<file path="config.mk">
export PLATFORM = sky130hd
export DESIGN_NAME = instruction_fetch_flat
export DESIGN_NICKNAME = d
export VERILOG_FILES = /design/src/rtl/instruction_fetch_if.sv /design/src/rtl/instruction_fetch.sv /design/src/flat_wrapper.sv
export SDC_FILE = /design/constraint.sdc
export NUM_CORES = 1
export LEC_CHECK = 0
export ABC_AREA = 0
export CAP_MARGIN = 20
export CORE_MARGIN = 1.5
export CORE_UTILIZATION = 23
export CTS_CLUSTER_SIZE = 28
export DETAILED_ROUTE_END_ITERATION = 16
export DONT_BUFFER_PORTS = 1
export GPL_TIMING_DRIVEN = 0
export SETUP_SLACK_MARGIN = 0.3
export SLEW_MARGIN = 20
export SYNTH_ARGS = -nofsm -noshare
export SYNTH_HDL_FRONTEND = slang
export SYNTH_SLANG_ARGS = --single-unit
</file>
<file path="constraint.sdc">
create_clock -name clk -period 2.9 [get_ports clk]
set_clock_uncertainty 0.15 [all_clocks]
set_input_delay 0.58 -clock clk [delete_from_list [all_inputs] [get_ports clk]]
set_output_delay 0.58 -clock clk [all_outputs]
set_load 0.02 [all_outputs]
</file>
<file path="src/rtl/instruction_fetch_if.sv">
// Bundle between the fetch stage, its instruction memory and the decode stage.
// Redirect and stall arrive from later pipeline stages.
interface instruction_fetch_if;
  logic        stall;
  logic        redirect_valid;
  logic [31:0] redirect_pc;
  logic        imem_en;
  logic [31:0] imem_addr;
  logic [31:0] imem_rdata;
  logic        id_valid;
  logic [31:0] id_instr;
  logic [31:0] id_pc;

  modport master (
    input  stall, redirect_valid, redirect_pc, imem_rdata,
    output imem_en, imem_addr, id_valid, id_instr, id_pc
  );

  modport slave (
    output stall, redirect_valid, redirect_pc, imem_rdata,
    input  imem_en, imem_addr, id_valid, id_instr, id_pc
  );
endinterface

</file>
<file path="src/rtl/instruction_fetch.sv">
// Fetch stage with IF/ID register: owns the PC, drives a one-cycle-latency
// instruction memory, and absorbs decode stalls with a one-entry skid buffer.
module instruction_fetch #(
  parameter logic [31:0] RESET_PC = 32'h0000_0000
) (
  input logic               clk,
  input logic               rst,
  instruction_fetch_if.master bus
);

  logic [31:0] pc_q, pc_d;
  logic        req_valid_q, req_valid_d;
  logic [31:0] req_pc_q, req_pc_d;
  logic        skid_valid_q, skid_valid_d;
  logic [31:0] skid_instr_q, skid_instr_d;
  logic [31:0] skid_pc_q, skid_pc_d;
  logic        id_valid_q, id_valid_d;
  logic [31:0] id_instr_q, id_instr_d;
  logic [31:0] id_pc_q, id_pc_d;
  logic [31:0] target;

  // Masking keeps every redirect target, and hence every issued address, word aligned.
  assign target = bus.redirect_pc & 32'hFFFF_FFFC;

  assign bus.imem_addr = bus.redirect_valid ? target : pc_q;
  assign bus.imem_en   = !rst && (bus.redirect_valid || !bus.stall);
  assign bus.id_valid  = id_valid_q;
  assign bus.id_instr  = id_instr_q;
  assign bus.id_pc     = id_pc_q;

  always_comb begin
    pc_d         = pc_q;
    req_valid_d  = req_valid_q;
    req_pc_d     = req_pc_q;
    skid_valid_d = skid_valid_q;
    skid_instr_d = skid_instr_q;
    skid_pc_d    = skid_pc_q;
    id_valid_d   = id_valid_q;
    id_instr_d   = id_instr_q;
    id_pc_d      = id_pc_q;

    if (bus.redirect_valid) begin
      req_pc_d     = target;
      req_valid_d  = 1'b1;
      pc_d         = target + 32'd4;
      skid_valid_d = 1'b0;
      id_valid_d   = 1'b0;
      id_instr_d   = 32'h0;
    end else if (bus.stall) begin
      // Reads are suppressed while stalled, so only the word already in flight can land here.
      req_valid_d = 1'b0;
      if (req_valid_q) begin
        skid_valid_d = 1'b1;
        skid_instr_d = bus.imem_rdata;
        skid_pc_d    = req_pc_q;
      end
    end else begin
      req_pc_d    = pc_q;
      req_valid_d = 1'b1;
      pc_d        = pc_q + 32'd4;
      if (skid_valid_q) begin
        skid_valid_d = 1'b0;
        id_valid_d   = 1'b1;
        id_instr_d   = skid_instr_q;
        id_pc_d      = skid_pc_q;
      end else if (req_valid_q) begin
        id_valid_d = 1'b1;
        id_instr_d = bus.imem_rdata;
        id_pc_d    = req_pc_q;
      end else begin
        id_valid_d = 1'b0;
        id_instr_d = 32'h0;
      end
    end
  end

  always_ff @(posedge clk) begin
    if (rst) begin
      pc_q         <= RESET_PC;
      req_valid_q  <= 1'b0;
      req_pc_q     <= 32'h0;
      skid_valid_q <= 1'b0;
      skid_instr_q <= 32'h0;
      skid_pc_q    <= 32'h0;
      id_valid_q   <= 1'b0;
      id_instr_q   <= 32'h0;
      id_pc_q      <= 32'h0;
    end else begin
      pc_q         <= pc_d;
      req_valid_q  <= req_valid_d;
      req_pc_q     <= req_pc_d;
      skid_valid_q <= skid_valid_d;
      skid_instr_q <= skid_instr_d;
      skid_pc_q    <= skid_pc_d;
      id_valid_q   <= id_valid_d;
      id_instr_q   <= id_instr_d;
      id_pc_q      <= id_pc_d;
    end
  end

endmodule

</file>
<file path="src/flat_wrapper.sv">
// flat-port wrapper written by rule: the top's interface ports become plain ports
module instruction_fetch_flat 
#(
  parameter logic [31:0] RESET_PC = 32'h0000_0000
)
  (clk, rst, bus_stall, bus_redirect_valid, bus_redirect_pc, bus_imem_rdata, bus_imem_en, bus_imem_addr, bus_id_valid, bus_id_instr, bus_id_pc);
  instruction_fetch_if bus_i ();
  input logic clk;
  input logic rst;
  input wire logic [$bits(bus_i.stall)-1:0] bus_stall;
  input wire logic [$bits(bus_i.redirect_valid)-1:0] bus_redirect_valid;
  input wire logic [$bits(bus_i.redirect_pc)-1:0] bus_redirect_pc;
  input wire logic [$bits(bus_i.imem_rdata)-1:0] bus_imem_rdata;
  output wire logic [$bits(bus_i.imem_en)-1:0] bus_imem_en;
  output wire logic [$bits(bus_i.imem_addr)-1:0] bus_imem_addr;
  output wire logic [$bits(bus_i.id_valid)-1:0] bus_id_valid;
  output wire logic [$bits(bus_i.id_instr)-1:0] bus_id_instr;
  output wire logic [$bits(bus_i.id_pc)-1:0] bus_id_pc;
  assign bus_i.stall = bus_stall;
  assign bus_i.redirect_valid = bus_redirect_valid;
  assign bus_i.redirect_pc = bus_redirect_pc;
  assign bus_i.imem_rdata = bus_imem_rdata;
  assign bus_imem_en = bus_i.imem_en;
  assign bus_imem_addr = bus_i.imem_addr;
  assign bus_id_valid = bus_i.id_valid;
  assign bus_id_instr = bus_i.id_instr;
  assign bus_id_pc = bus_i.id_pc;
  instruction_fetch #(.RESET_PC(RESET_PC)) u_core (.clk(clk), .rst(rst), .bus(bus_i));
endmodule
</file>
==> results of run 1 <==
[cells in the mapped netlist, types with 2 or more instances]
| master | n | area [um2] |
|---|---|---|
| sky130_fd_sc_hd__dfxtp_1 | 187 | 3740 |
| sky130_fd_sc_hd__a221o_1 | 32 | 320 |
| sky130_fd_sc_hd__nor2b_1 | 2 | 12.5 |
| sky130_fd_sc_hd__nand3b_1 | 10 | 75.1 |
| sky130_fd_sc_hd__buf_4 | 5 | 37.5 |
| sky130_fd_sc_hd__buf_2 | 9 | 45.0 |
| sky130_fd_sc_hd__nand3_1 | 48 | 240 |
| sky130_fd_sc_hd__nor3_1 | 5 | 25.0 |
| sky130_fd_sc_hd__a211oi_2 | 2 | 25.0 |
| sky130_fd_sc_hd__a22o_1 | 8 | 70.1 |
| sky130_fd_sc_hd__mux2i_1 | 50 | 500 |
| sky130_fd_sc_hd__nand4_1 | 7 | 43.8 |
| sky130_fd_sc_hd__a31oi_1 | 3 | 18.8 |
| sky130_fd_sc_hd__or4b_1 | 2 | 20.0 |
| sky130_fd_sc_hd__nand2_1 | 175 | 657 |
| sky130_fd_sc_hd__mux2_2 | 10 | 113 |
| sky130_fd_sc_hd__and2_1 | 2 | 12.5 |
| sky130_fd_sc_hd__a21oi_1 | 69 | 345 |
| sky130_fd_sc_hd__inv_1 | 23 | 86.3 |
| sky130_fd_sc_hd__clkbuf_1 | 64 | 240 |
| sky130_fd_sc_hd__a222oi_1 | 3 | 30.0 |
| sky130_fd_sc_hd__and4_1 | 2 | 17.5 |
| sky130_fd_sc_hd__a211oi_1 | 38 | 285 |
| sky130_fd_sc_hd__nor2_1 | 85 | 319 |
| sky130_fd_sc_hd__o211ai_1 | 7 | 52.6 |
| sky130_fd_sc_hd__a21o_1 | 8 | 60.1 |
| sky130_fd_sc_hd__or4_1 | 6 | 45.0 |
| sky130_fd_sc_hd__a22oi_1 | 5 | 37.5 |
| sky130_fd_sc_hd__nand2b_1 | 2 | 12.5 |
| sky130_fd_sc_hd__xnor2_1 | 11 | 96.3 |
| sky130_fd_sc_hd__o31ai_1 | 2 | 15.0 |
| sky130_fd_sc_hd__o21ai_0 | 56 | 280 |
[critical path: stages]
cell                       delay [ns]
sky130_fd_sc_hd__buf_8           0.10
sky130_fd_sc_hd__nand2b_1        0.10
sky130_fd_sc_hd__clkbuf_2        0.21
sky130_fd_sc_hd__nand2_1         0.09
sky130_fd_sc_hd__clkbuf_4        0.20
sky130_fd_sc_hd__inv_1           0.11
sky130_fd_sc_hd__clkbuf_4        0.24
sky130_fd_sc_hd__buf_4           0.24
[per-stage QoR]
step	area [um2]	power [W]	instances	setup slack (ns)	TNS, ns
2_1_floorplan	8140	0.00332	962	0.159	0
3_3_place_gp	8710	0.00350	1417	-0.258	-11.15
3_5_place_dp	8710	0.00352	1417	-0.280	-11.64
4_1_cts	9370	0.00596	1449	0.183	0
5_1_grt	9450	0.00614	1454	0.217	0
6_report	9450	0.00591	1454	0.284	0
[flip-flops by register name (all words and copies together), names as in the netlist, 30 cells and up]
| register | flops |
|---|---|
| u_core.skid_pc_q | 30 |
| u_core.req_pc_q | 30 |
| u_core.bus.id_pc | 30 |
| u_core.skid_instr_q | 32 |
| u_core.bus.id_instr | 32 |
| u_core.pc_q | 30 |
[per-layer routing]
metal | up-vias | wire [um] | global-route usage, %
li1 | 3425 | - | -
met1 | 3372 | 11400 | 18.7
met2 | 281 | 11900 | 22.6
met3 | 16 | 3000 | 5.58
met4 | 0 | 220 | 2.79
met5 | - | 0 | 0
[area by class of cell]
| type | instances | share of cell area [%] |
|---|---|---|
| clock inverters | 9 | 1.46 |
| plain buffers | 81 | 4.48 |
| well taps | 455 | 6.03 |
| flip-flops and latches | 187 | 39.6 |
| repair buffers | 6 | 0.477 |
| clock buffers | 22 | 4.91 |
| inverters | 24 | 0.967 |
| multi-input cells | 670 | 42.1 |
[report_power, final]
| part | leakage, nW | switching (W) | internal [W] |
|---|---|---|---|
| Clock | 0.291 | 0.00103 | 0.00141 |
| Combinational | 1.52 | 0.000415 | 0.000213 |
| Sequential | 1.53 | 0.000156 | 0.00269 |
[cell families (layout without fill, tap and decap cells)]
family	after synthesis	in the layout	synth area share, %
simple gates	355	355	19.5
compound gates	239	239	19.7
flops	187	187	46.3
buf+inv	105	142	5.48
mux	60	60	7.59
xor+xnor	11	11	1.19
fa+ha+maj	1	1	0.155
other cells	1	4	0.0464
[timing repair]
item | 4_1_cts | 5_1_grt
resized for setup | 15 | 15
endpoints found under the hold margin | 0 | 0
setup buffers | 1 | 5
endpoints found under the setup margin | 36 | 48
pin swaps | 0 | 4
[worst max path at each step]
| stage | startpoint | to | slack (ns) | depth (start not counted) |
|---|---|---|---|---|
| 2_1_floorplan | bus_redirect_valid | u_core.pc_q[20] | 0.16 | 12 |
| 3_3_place_gp | bus_stall | u_core.skid_instr_q[27] | -0.26 | 8 |
| 3_5_place_dp | bus_stall | u_core.skid_instr_q[30] | -0.28 | 8 |
| 4_1_cts | bus_redirect_valid | bus_imem_en | 0.18 | 8 |
| 5_1_grt | bus_redirect_valid | bus_imem_en | 0.22 | 8 |
| 6_report | bus_redirect_valid | bus_imem_en | 0.28 | 8 |
==> impl_results.md, run 1 <==
* Total leakage power at 3.34 nW
* Worst-Margin Slew at approximately 0.87 ns
* Post-synthesis sequential area ratio at 46.3%
* Routed wire per std cell at 18.2 um
* Capturing point of the worst reg2reg path: u_core.pc_q[31]
* Root Buffer Master: sky130_fd_sc_hd__clkbuf_16
* Avg Synthesized Cell Area at 8.43 um2
* Power density over the cells at 626 nW/um2
* Area of the mapped netlist at 8080 um2
* Antenna cell count at 0
* Yosys warns at 0
* Initial DRC Count at 547
* Max Fanout on Critical Path at 10
* Number of nets in the layout at 1056
* Number of antenna-violating nets in the routed design at 0
* Fraction of the core area covered by cells at the end of the flow at a little over a quarter
* Result of the run: completed
* Via count at 7094
* Most common library cell in the layout ignoring fill and taps: sky130_fd_sc_hd__dfxtp_1
* DIE WIDTH at 190 um
* CP Capture Type: primary output
* TritonRoute pass-1 iters at 5
* Initial standard-cell utilization of the core at between 20% and 30%
* Unique cell type count in the Yosys netlist at 53
* Remaining Overflow, GRT at 0
* Number of hold-slack violations in the final timing report at 0
* Critical R2R Launch: u_core.pc_q[5]
* Maximum vdd ir drop at 0.486 mV
* CP Data Required Time at 2.17 ns
* Pin count of the biggest net entering global routing at 17
* GRT Util Overall at 14.4%
* Core Box Area at 34500 um2
* TritonCTS clock tree: done
* Longest Clk Path Bufs at 2
* Register clock-pin slew on the reported worst setup and hold paths at 0.07 ns
* Input/output buffers at 0
* Post-synth ARST share at 0%
* Top library cells by usage in the layout, fill and taps aside: sky130_fd_sc_hd__dfxtp_1, sky130_fd_sc_hd__nand2_1, sky130_fd_sc_hd__nor2_1
* Global-route wire length before repair at roughly 40000 um
* Type of the worst min-delay path: in2reg
* Antenna violations before repair at 0
* Number of filler instances in the final layout at 3741
* Area of the multi-input gates at between 3000 and 4000 um2
* Count of max-cap constraint violations at 0
* Setup-violating endpoint count in the final report at 0
* DRC Markers at 0
* Post-Syn Instances at 959
* Clock insertion delay at the later pin of the skew report at 0.44 ns
* FF-to-FF setup slack at 0.46 ns
* Count of clock tree sinks at ~190
* EDFF count, synth at 0
* Headroom to the max-slew limit at 42.0%
* Total count of max-transition violations in the final report at 0
* WS Path Type: in2out
* Arrival @ worst endpoint at 1.89 ns
* Unrepaired setup endpoints after global routing: true
* Period utilization at 90.2%
* Final weighted congestion of routability-driven global placement at 0.887
* Ports placed on the boundary at 166
* Hold Worst Slack at 0.124 ns
* Storage element area at 3740 um2
* Number of buffers created by CTS at 17
* Hold-fix buffer count after cts at 0
* Number of placement rows at 68
* Area growth syn-to-layout at 16.9%
* Kind of start point of the critical path: input pin
* Layout cell share with drive strength beyond 1 at 8.51%
* Die footprint at about 36000 um2
* Die extent in y at 190 um
* Minimum period implied by the final worst setup slack at 2.62 ns
* Reg2reg path depth at 5
* CTS H-Tree Depth at 4
* Highest clock frequency the design can meet at 0.382 GHz
* Top FF cell, synth: sky130_fd_sc_hd__dfxtp_1
* Mean number of vias per cell at 4.88
* Hold Crit Start: bus_imem_rdata[21]
* Worst hold path stage count at 2
* Worst Hold End: u_core.skid_instr_q[21]
* Number of global-route vias before repair at 6616
* Total of flip-flops plus latches after synthesis at 187
* Total Wirelength at 26400 um
* Sum of net half-perimeters after detailed placement at about 20000 um
Note: power is estimated with default switching activity, not from simulation.
==> run 2, diff against run 1 <==
--- a/config.mk
+++ b/config.mk
@@ -13,7 +13,7 @@
 export DETAILED_ROUTE_END_ITERATION = 16
 export DONT_BUFFER_PORTS = 1
 export GPL_TIMING_DRIVEN = 0
-export SETUP_SLACK_MARGIN = 0.3
+export SETUP_SLACK_MARGIN = 0.1
 export SLEW_MARGIN = 20
 export SYNTH_ARGS = -nofsm -noshare
 export SYNTH_HDL_FRONTEND = slang
==> run 2 against run 1 <==
Wire length rose by 0.32%. Maximum frequency fell by 5.7%. Final cell count fell by 0.28%. Utilization fell by 0.22 points. Critical path type unchanged. Critical endpoint is now bus_imem_addr[8]. Highest routed layer unchanged.
==> impl_results.md, run 2 (same netlist as run 1, synthesis figures left out) <==
* Period utilization at 95.7%
* Total count of max-transition violations in the final report at 0
* Result of the run: completed
* Type of the worst min-delay path: in2reg
* Remaining Overflow, GRT at 0
* CP Data Required Time at 2.17 ns
* Antenna violations before repair at 0
* Clock network fraction of design power at between 40% and 50%
* Number of antenna-violating nets in the routed design at 0
* Switch share at between 20% and 30%
* Family with the most delay on the worst path: buffers and inverters
* CTS H-Tree Depth at 4
* Total Wirelength at 26500 um
* Global-route wire length before repair at around 39000 um
* Number of global-route vias before repair at about 6500
* Fraction of the core area covered by cells at the end of the flow at 27.1%
* Layout cell share with drive strength beyond 1 at 7.34%
* Die extent in y at roughly 190 um
* Count of max-cap constraint violations at 0
* Ports placed on the boundary at 166
* Crit-path slowest cell: sky130_fd_sc_hd__mux2i_2
* Number of filler instances in the final layout at between 3000 and 4000
* Highest clock frequency the design can meet at 0.360 GHz
* Max Fanout on Critical Path at 10
* Sum of net half-perimeters after detailed placement at 20100 um
* Combinational Power Share at between 10% and 20%
* Total leakage power at 3.31 nW
* Net switching power figure at 0.00165 W
* Highest cell delay on the worst timing path at 0.40 ns
* Kind of start point of the critical path: input pin
* Number of hold-slack violations in the final timing report at 0
* GRT Util Overall at 14.3%
* Cells traversed along the worst timing path: buf_6 -> buf_8 -> buf_2 -> buf_4 -> mux2i_2 -> inv_1
* Area of the multi-input gates at around 3900 um2
* Number of buffers created by CTS at 17
* Minimum period implied by the final worst setup slack at 2.77 ns
* Number of nets in the layout at 1052
* Area growth syn-to-layout at 15.9%
* Worst setup slack before clock tree synthesis at -0.450 ns
* Root Buffer Master: sky130_fd_sc_hd__clkbuf_16
* WS Path Type: in2out
* Routed wire per std cell at 18.3 um
* Core Box Area at approximately 35000 um2
* Pin count of the biggest net entering global routing at 17
* Initial DRC Count at around 460
* Longest Clk Path Bufs at 2
* Post-route setup TNS at 0 ns
* Setup-violating endpoint count in the final report at 0
* Final weighted congestion of routability-driven global placement at a little over 0.9
* Most common library cell in the layout ignoring fill and taps: sky130_fd_sc_hd__dfxtp_1
* Buf/Inv on CP at 5
* Storage element area at 3740 um2
* Internal power at about 0.0044 W
* Top library cells by usage in the layout, fill and taps aside: sky130_fd_sc_hd__dfxtp_1, sky130_fd_sc_hd__nand2_1, sky130_fd_sc_hd__nor2_1
* Arrival @ worst endpoint at 2.04 ns
* Worst setup slack after layout at 0.125 ns
* Die footprint at 36300 um2
* Hold-fix buffer count after cts at 0
* Power density over the cells at approximately 650 nW/um2
* Mean number of vias per cell at 4.83
* Antenna cell count at 0
* Count of clock tree sinks at 187
* Via count at 7006
* CP Capture Type: primary output
* Unrepaired setup endpoints after global routing: true
* TritonCTS clock tree: done
* Number of placement rows at 68
* Headroom to the max-slew limit at 41.6%
* Input/output buffers at 0
* Register clock-pin slew on the reported worst setup and hold paths at 0.07 ns
* Initial standard-cell utilization of the core at 23.4%
* TritonRoute pass-1 iters at 6
* Power share of the sequential group at a little under half
* Clock insertion delay at the later pin of the skew report at 0.44 ns
* Maximum vdd ir drop at 0.435 mV
* Worst-Margin Slew at 0.876 ns
* DRC Markers at 0
* DIE WIDTH at 190 um
[run 2: power by group through the flow]
| stage | Combinational, W | Clock, W | Sequential [W] |
|---|---|---|---|
| 2_1_floorplan | 0.000458 | 0 | 0.00286 |
| 6_report | 0.000617 | 0.00258 | 0.00284 |
| 3_5_place_dp | 0.000614 | 0 | 0.00290 |
| 3_3_place_gp | 0.000603 | 0 | 0.00290 |
| 5_1_grt | 0.000676 | 0.00273 | 0.00286 |
| 4_1_cts | 0.000617 | 0.00263 | 0.00284 |
[run 2: repair_timing]
item | 4_1_cts | 5_1_grt
hold endpoints to repair | 0 | 0
gates resized for setup | 6 | 5
endpoints found under the setup margin | 2 | 43
buffers inserted | 0 | 2
[run 2: layer usage]
metal | wire, um | part of all wire [%] | vias up | GRT usage [%]
met2 | 11600 | 44 | 263 | 22.2
met3 | 2800 | 11 | 13 | 5.63
met5 | 0 | 0 | - | 0
met1 | 11900 | 45 | 3301 | 18.7
li1 | - | - | 3429 | -
met4 | 184 | 0.69 | 0 | 3.03
[run 2: final cells by class]
type,count,area share [%]
Sequential cell,187,40.0
Inverter,24,0.975
Tap cell,455,6.08
Clock buffer,20,4.87
Buffer,81,4.05
Timing Repair Buffer,2,0.160
Clock inverter,11,1.92
Multi-Input combinational cell,670,42.0
[run 2: worst register-to-register path: cells and delay by family (launching register included)]
family / cells / cell delay [ns]
AOI/OAI and AO/OA: 1 / 0.22
buffers and inverters: 2 / 0.86
DFF: 1 / 0.31
and+or+nand+nor: 3 / 0.82
[run 2: per-stage QoR]
stage / power (W) / area, um2 / cells / hold WS, ns
5_1_grt: 0.00626 / 9370 / 1450 / 0.0989
3_3_place_gp: 0.00350 / 8700 / 1417 / 0.291
2_1_floorplan: 0.00331 / 8130 / 962 / 0.277
4_1_cts: 0.00609 / 9350 / 1448 / 0.102
6_report: 0.00604 / 9370 / 1450 / 0.113
3_5_place_dp: 0.00352 / 8700 / 1417 / 0.296
[run 2: path summary, 6_finish.rpt]
kind	start	to	slack, ns	depth (start not counted)
setup / recovery	bus_redirect_valid	bus_imem_addr[8]	0.13	6
hold / removal	bus_imem_rdata[4]	u_core.skid_instr_q[4]	0.11	2
setup reg to reg	u_core.skid_valid_q	u_core.bus.id_pc[21]	0.46	6
hold reg to reg	u_core.skid_pc_q[20]	u_core.skid_pc_q[20]	0.31	2
==> run 3, diff against run 2 <==
--- a/config.mk
+++ b/config.mk
@@ -8,11 +8,10 @@
 export ABC_AREA = 0
 export CAP_MARGIN = 20
 export CORE_MARGIN = 1.5
-export CORE_UTILIZATION = 23
+export CORE_UTILIZATION = 45
 export CTS_CLUSTER_SIZE = 28
 export DETAILED_ROUTE_END_ITERATION = 16
 export DONT_BUFFER_PORTS = 1
-export GPL_TIMING_DRIVEN = 0
 export SETUP_SLACK_MARGIN = 0.1
 export SLEW_MARGIN = 20
 export SYNTH_ARGS = -nofsm -noshare
==> run 3 against run 2 <==
Count of clock-buffer cells in the layout shrank 1. Via count shrank 7.2%. Worst hold slack lost 0.032 ns. Critical endpoint is now u_core.pc_q[31].
==> impl_results.md, run 3 (same netlist as run 1, synthesis figures left out) <==
* Result of the run: completed
* Placed Area at 8220 um2
* Post-route setup TNS at 0 ns
* Number of buffers created by CTS at 17
* Post-CTS setup buffer count at 0
* Clock insertion delay at the later pin of the skew report at 0.42 ns
* Inst Count DP at approximately 1100
* Kind of start point of the critical path: flip-flop
* Via count at ~6500
* Final weighted congestion of routability-driven global placement at 0.883
* Family with the most delay on the worst path: simple AND/OR/NAND/NOR gates
* Most common library cell in the layout ignoring fill and taps: sky130_fd_sc_hd__dfxtp_1
* Antenna cell count at 0
* Buf/Inv on CP at 0
* Count of clock tree sinks at roughly 190
* Routed wire per std cell at 17.9 um
* Highest clock frequency the design can meet at 0.434 GHz
* Hold-fix buffer count after cts at 0
* WS Path Type: reg2reg
* Count of cells resized by post-cts repair at 0
* Unrepaired setup endpoints after global routing: false
* TritonCTS clock tree: done
* Met3 WL post-DR at 2180 um
* Crit-path slowest cell: sky130_fd_sc_hd__or4_1
* Arrival @ worst endpoint at 2.52 ns
* Layout cell share with drive strength beyond 1 at 7.65%
* Power density over the cells at 640 nW/um2
* CP Data Required Time at between 3 and 4 ns
* Minimum period implied by the final worst setup slack at between 2 and 2.5 ns
* Number of nets in the layout at 987
* Die extent in y at 137 um
* Post-route cell area at 8790 um2
* Number of placement rows at 48
* Sum of net half-perimeters after detailed placement at approximately 13000 um
* GRT Util Overall at between 20% and 30%
* Total Wirelength at slightly above 20000 um
* CTS H-Tree Depth at 4
* Global-route wire length before repair at 32100 um
* Die footprint at 18800 um2
* Maximum vdd ir drop at 0.395 mV
* Final std cells w/o fill at ~1200
* Longest Clk Path Bufs at 2
* Total Power Consumption at 0.00563 W
* Total count of max-transition violations in the final report at 0
* Top library cells by usage in the layout, fill and taps aside: sky130_fd_sc_hd__dfxtp_1, sky130_fd_sc_hd__nand2_1, sky130_fd_sc_hd__nor2_1
* Detailed-routed wire length on met2 at around 8700 um
* Type of the worst min-delay path: in2reg
* Max Fanout on Critical Path at 8
* DRC Markers at 0
* TritonRoute pass-1 iters at 4
* Setup-violating endpoint count in the final report at 0
* Input/output buffers at 0
* Pin count of the biggest net entering global routing at 106
* Number of antenna-violating nets in the routed design at 0
* Highest cell delay on the worst timing path at 0.61 ns
* Total leakage power at between 3 and 4 nW
* Period utilization at 79.5%
* Count of max-cap constraint violations at 0
* Root Buffer Master: sky130_fd_sc_hd__clkbuf_16
* DIE WIDTH at between 100 and 150 um
* Top layer reached by signal wires: met4
* Mean number of vias per cell at 5.64
* Core Box Area at 17400 um2
* Headroom to the max-slew limit at 57.6%
* Initial DRC Count at 373
* CP Capture Type: flip-flop
* Number of hold-slack violations in the final timing report at 0
* Detailed-route wire length on metal 1 at 9640 um
* Cells traversed along the worst timing path: nand4b_4 -> a22oi_1 -> nand4_1 -> or4_1 -> nand3_1
* Number of global-route vias before repair at roughly 5900
* Area growth syn-to-layout at 8.81%
* Remaining Overflow, GRT at 0
* Register clock-pin slew on the reported worst setup and hold paths at 0.07 ns
* Worst-Margin Slew at 0.636 ns
* Initial standard-cell utilization of the core at 46.4%
* Antenna violations before repair at 0
* Ports placed on the boundary at 166
[run 3: stage by stage]
step,hold slack (ns),utilization [%],setup slack [ns]
2_1_floorplan,0.277,-,0.104
3_3_place_gp,0.285,47.2,0.331
3_5_place_dp,0.290,47.2,0.324
4_1_cts,0.0592,50.5,0.547
5_1_grt,0.0584,50.5,0.397
6_report,0.0808,50.5,0.594
[run 3: worst paths after layout]
kind         slack [ns]  cells past startpoint            startpoint              endpoint
max                0.59                      5        u_core.pc_q[2]       u_core.pc_q[31]
min                0.08                      1                   rst        u_core.pc_q[2]
max reg2reg        0.59                      5        u_core.pc_q[2]       u_core.pc_q[31]
min reg2reg        0.30                      2  u_core.skid_pc_q[13]  u_core.skid_pc_q[13]
[run 3: area by class of cell]
| cell class | count | area (um2) |
|---|---|---|
| multi-input cells | 670 | 3940 |
| clock inverters | 10 | 119 |
| flip-flops and latches | 187 | 3740 |
| inverters | 24 | 90.1 |
| well taps | 225 | 282 |
| fillers | 1655 | 8620 |
| clock buffers | 19 | 453 |
| repair buffers | 18 | 160 |
[run 3: report_power, final]
part	internal (W)	switching, W
logic	0.000188	0.000319
clock network	0.00131	0.000985
registers	0.00269	0.000143
[run 3: worst register-to-register path, delay by kind of cell (launching register included)]
kind               cells  cell delay (ns)
and+or+nand+nor        4             1.26
AOI/OAI and AO/OA      1             0.43
DFF                    1             0.41
[run 3: per-layer routing]
layer  global-route usage (%)  vias up
li1                         -     3291
met5                        0        -
met1                     30.4     2963
met2                     32.2      236
met4                     5.26        0
met3                     7.56        9
